### src/rtl/rr_reg_arbiter.sv
// Purpose: 4-way round-robin arbiter owning a shared DW-bit data register q.
// Latency: grant 1 cycle after IDLE sees a request; q/q_valid 1 cycle after each owner write.
// Backpressure: a grant is held while req[owner] stays high, up to MAX_HOLD writes, then forced release.
// Ports: clk, reset_n (sync, active low) | req[3:0], din[4*DW-1:0] (slice i = requester i)
//        gnt[3:0] one-hot/zero owner, q/q_valid shared register + write pulse,
//        busy (state BUSY), timeout (one-cycle pulse on forced release).
module rr_reg_arbiter #(
    parameter int DW       = 8,
    parameter int MAX_HOLD = 8
) (
    input  logic            clk,
    input  logic            reset_n,
    input  logic [3:0]      req,
    input  logic [4*DW-1:0] din,
    output logic [3:0]      gnt,
    output logic [DW-1:0]   q,
    output logic            q_valid,
    output logic            busy,
    output logic            timeout
);

    localparam logic [1:0] ST_IDLE     = 2'd0;
    localparam logic [1:0] ST_BUSY     = 2'd1;
    localparam logic [1:0] ST_COOLDOWN = 2'd2;

    localparam logic [7:0] HOLD_LAST = 8'(MAX_HOLD - 1);

    logic [1:0]    state;
    logic [1:0]    owner;
    logic [1:0]    last_winner;
    logic [7:0]    hold_cnt;
    logic [1:0]    winner;
    logic          any_req;
    logic          owner_req;
    logic [DW-1:0] owner_dat;

    // Round-robin search: start one past the last winner, ascending with wrap.
    always_comb begin
        logic       found;
        logic [1:0] idx;
        winner = last_winner;
        found  = 1'b0;
        idx    = 2'd0;
        for (int k = 1; k <= 4; k++) begin
            idx = last_winner + 2'(k);
            if (!found && req[idx]) begin
                winner = idx;
                found  = 1'b1;
            end
        end
    end

    assign any_req   = |req;
    assign owner_req = req[owner];
    assign owner_dat = din[int'(owner)*DW +: DW];

    always_ff @(posedge clk) begin
        if (!reset_n) begin
            state       <= ST_IDLE;
            owner       <= 2'd0;
            last_winner <= 2'd3;
            hold_cnt    <= 8'd0;
            gnt         <= 4'b0000;
            q           <= '0;
            q_valid     <= 1'b0;
            busy        <= 1'b0;
            timeout     <= 1'b0;
        end else begin
            // Pulses default low; only a BUSY write or forced release raises them.
            q_valid <= 1'b0;
            timeout <= 1'b0;
            case (state)
                ST_IDLE: begin
                    if (any_req) begin
                        state       <= ST_BUSY;
                        owner       <= winner;
                        last_winner <= winner;
                        hold_cnt    <= 8'd0;
                        gnt         <= 4'b0001 << winner;
                        busy        <= 1'b1;
                    end
                end
                ST_BUSY: begin
                    // A dropped owner request wins over the hold limit: no write, no timeout.
                    if (!owner_req) begin
                        state <= ST_COOLDOWN;
                        gnt   <= 4'b0000;
                        busy  <= 1'b0;
                    end else begin
                        q       <= owner_dat;
                        q_valid <= 1'b1;
                        if (hold_cnt == HOLD_LAST) begin
                            state   <= ST_COOLDOWN;
                            gnt     <= 4'b0000;
                            busy    <= 1'b0;
                            timeout <= 1'b1;
                        end else begin
                            hold_cnt <= hold_cnt + 8'd1;
                        end
                    end
                end
                ST_COOLDOWN: begin
                    state <= ST_IDLE;
                end
                default: begin
                    state <= ST_IDLE;
                    gnt   <= 4'b0000;
                    busy  <= 1'b0;
                end
            endcase
        end
    end

endmodule

### config.mk
export PLATFORM = sky130hd
export DESIGN_NAME = rr_reg_arbiter
export DESIGN_NICKNAME = d
export VERILOG_FILES = /design/src/rtl/rr_reg_arbiter.sv
export SDC_FILE = /design/constraint.sdc
export NUM_CORES = 1
export LEC_CHECK = 0
export CORE_AREA = 2 2 59 61
export DETAILED_ROUTE_END_ITERATION = 8
export DIE_AREA = 0 0 61 63
export PLACE_DENSITY = 0.82
export SLEW_MARGIN = 20
export SYNTH_ARGS = -nofsm -noshare
export SYNTH_HDL_FRONTEND = slang
export SYNTH_SLANG_ARGS = --single-unit
export TNS_END_PERCENT = 100
### constraint.sdc
create_clock -name clk -period 2.75 [get_ports clk]
set_input_delay 0.6875 -clock clk [delete_from_list [all_inputs] [get_ports clk]]
set_output_delay 0.6875 -clock clk [all_outputs]
set_load 0.02 [all_outputs]
==> impl_metrics.toml <==
[yosys]
avgSynthCellArea_um2 = 10.2
ys.flop_type = "dfxtp_1"
synthDistinctLibCells = 36
syn_inst = 142
syn_nets = 181
synthAdderAreaFrac_pct = 0.860
synth_compound_area_share_pct = 8.94
synth_top_family_by_area = "simple AND/OR/NAND/NOR gates"
yosysWarnings = 0
ys_seq_area_share_pct = 39.9
ys_ff_latch = 29
async_reset_ff_share_pct = 0
muxShareOfSynthArea_pct = 19.9
synth-edff-count = 0
syn_area_mm2 = 0.00146
synthSimpleGateAreaFrac_pct = 23.8
synth_xor_area_share_pct = 3.61

[worst_setup_path]
r2r_slack_ps = 780
reg2reg_depth = 5
critPathRequiredTime_ps = 3000
end_kind = "flip-flop"
r2r-end = "q[7]$_SDFFE_PN0P_"
startpoint_type = "input port"
cp.arrival_ps = 2490
worstPathMaxFanout = 7
critPathKind = "in2reg"
timing.rr.start = "owner[1]$_SDFFE_PN0P_"

[clock_network]
cts_buffers = 5
cts_tree = "built"
post_cts_buffers = 0
clock_sinks = 29
clkLatencyLatePin_ps = 320
cts.htree.levels = 2
cts-root-buf = "clkbuf_4"
cts_buffer_depth = 2
post_cts_resized = 0
cts.clk_slew.worst_paths_ps = 80
hold_buffers = 0

[sta]
worst_slack_ps = 509
hold_violations = 0
drv_slew = 0
setup_violations = 0
fin_worst_skew_ps = 4.24
max_freq_mhz = 446
slew_headroom_pct = 63.0
hold_ws_ps = 460
layout_min_cycle_time_ps = 2240
final.setup.tns_ps = 0
tightest_slew_ps = 551
finalCritPeriodShare_pct = 81.5
grt_setup_unrepaired = "false"

[floorplanning]
pin_count = 53
std_cell_rows = 21
dieHeight_um = 63
core-area_mm2 = 0.00323
fp.dieArea_mm2 = 0.00384
dieWidth_um = 61
initial_core_util_pct = 45.0

[run_status]
outcome = "completed"

[routing]
drt_iter0_markers = 64
vias = 1262
ant_nets = 0
routedWlPerCell_um = 13.1
dr.pass1.iters = 4
post_drt_via_cell_ratio = 5.19
drc = 0
drt-total-wl_mm = 3.19

[power_and_ir_drop]
p_int_mw = 0.782
ir_drop_mv = 0.414
combPwrFrac_pct = 32.5
pwr-share-seq_pct = 44.6
swShare_pct = 29.6
clock_power_share_pct = 22.9
power-per-cell-area_mw_per_mm2 = 537
p_switching_mw = 0.329
p_leak_nw = 0.757

[cells_and_area]
n_antenna_cell = 0
area_delta_synth_final_pct = 42.4
finalInstanceArea_mm2 = 0.00207
layout-drive-gt1-share_pct = 10.2
final_cell_mix = "clkdlybuf4s50_1, dfxtp_1, mux2i_1"
fin_nets = 236
layout_commonest_cell = "clkdlybuf4s50_1"
utilization_pct = 64.1

[global_routing]
grt_usage_pct = 19.5
grt_max_degree = 19
antenna_found_initial = 0
grt_pass1_wl_mm = 5.65
grt_overflow = 0
grt_pass1_vias = 1291

[flow_run]
maxCapViolCount = 0

[placement]
post_dp_cell_area_mm2 = 0.00202
post-place-ws_ps = 225
portBuffers = 52
gp_congestion = 0.802
dpl.hpwl_mm = 2.51

[worst_hold_path]
worstHoldPathCells = 2
min_to = "gnt[3]$_SDFFE_PN0P_"
hp-start = "gnt[3]$_SDFFE_PN0P_"
worstHoldPathType = "reg2reg"
## layer usage
metal,share of wire [%],up-vias,GRT usage [%],wire length (µm)
li1,-,625,-,-
met1,41,579,24.5,1320
met2,50,52,29.7,1580
met3,7.6,6,7.25,241
met4,1.5,0,7.61,48
met5,0,-,0,0
## power by group through the flow
| stage | combinational (mW) | clock, mW | sequential [mW] |
|---|---|---|---|
| 4_1_cts | 0.363 | 0.263 | 0.496 |
| 2_1_floorplan | 0.205 | 0 | 0.523 |
| 3_3_place_gp | 0.354 | 0 | 0.504 |
| 5_1_grt | 0.393 | 0.286 | 0.502 |
| 3_5_place_dp | 0.361 | 0 | 0.505 |
| 6_report | 0.361 | 0.255 | 0.496 |
## cell type report
type                    instances  area, µm²
fillers                       250       1160
multi-input cells             105        832
flip-flops and latches         29        581
repair buffers                 55        543
well taps                      46       57.6
clock buffers                   7       55.1
inverters                       1       3.75
## cell families (layout without fill, tap and decap cells)
logic type               Yosys count  count (layout)
AO/OA/AOI/OAI                     16              16
XOR/XNOR                           6               6
adder cells (fa/ha/maj)            1               1
buffers and inverters              8              63
flip-flops                        29              29
multiplexers                      19              19
AND/OR/NAND/NOR                   63              63
## state kept, by name, indices dropped and copies added, names as in the netlist
| signal | count |
|---|---|
| busy | 1 |
| state | 2 |
| q | 8 |
| hold_cnt | 8 |
| gnt | 4 |
| owner | 2 |
| last_winner | 2 |
| timeout | 1 |
| q_valid | 1 |
## how the worst max path moves through the flow
stage,start,to,slack [ps],depth (start not counted)
after detailed placement,req[3],gnt[2]$_SDFFE_PN0P_,230,6
after global routing,req[2],last_winner[0]$_SDFFE_PN1P_,380,5
after floorplan,req[2],gnt[2]$_SDFFE_PN0P_,940,6
after CTS,req[3],gnt[2]$_SDFFE_PN0P_,570,6
after global placement,req[1],gnt[2]$_SDFFE_PN0P_,320,6
final,req[3],gnt[2]$_SDFFE_PN0P_,510,6
## critical path, cell delays in order
cell	delay, ps
clkdlybuf4s50_1	540
nor4_1	100
or3_1	430
nor4_1	450
a22oi_1	140
nor2b_1	150
## synth_stat cells (2+ instances only)
cell type | count | area share (%)
and3_1 | 5 | 2.1
a21boi_0 | 3 | 1.5
nand3_1 | 7 | 2.4
nand2b_1 | 5 | 2.1
nor3_1 | 2 | 0.69
clkbuf_1 | 4 | 1.0
nor4_1 | 2 | 0.86
xor2_1 | 6 | 3.6
o21a_1 | 3 | 1.5
nand3b_1 | 2 | 1.0
nand2_1 | 9 | 2.3
nand4_1 | 2 | 0.86
mux4_2 | 8 | 12
dfxtp_1 | 29 | 40
nor2b_1 | 10 | 4.3
or3_1 | 2 | 0.86
and2_1 | 2 | 0.86
nor2_1 | 10 | 2.6
a21boi_1 | 2 | 1.0
mux2i_1 | 11 | 7.6
o21ai_0 | 3 | 1.0
## stage by stage
step,instances,total power [mW]
after floorplan,142,0.728
after global placement,236,0.858
after detailed placement,236,0.866
after CTS,243,1.12
after global routing,243,1.18
final,243,1.11
(Power assumes the default switching activity.)
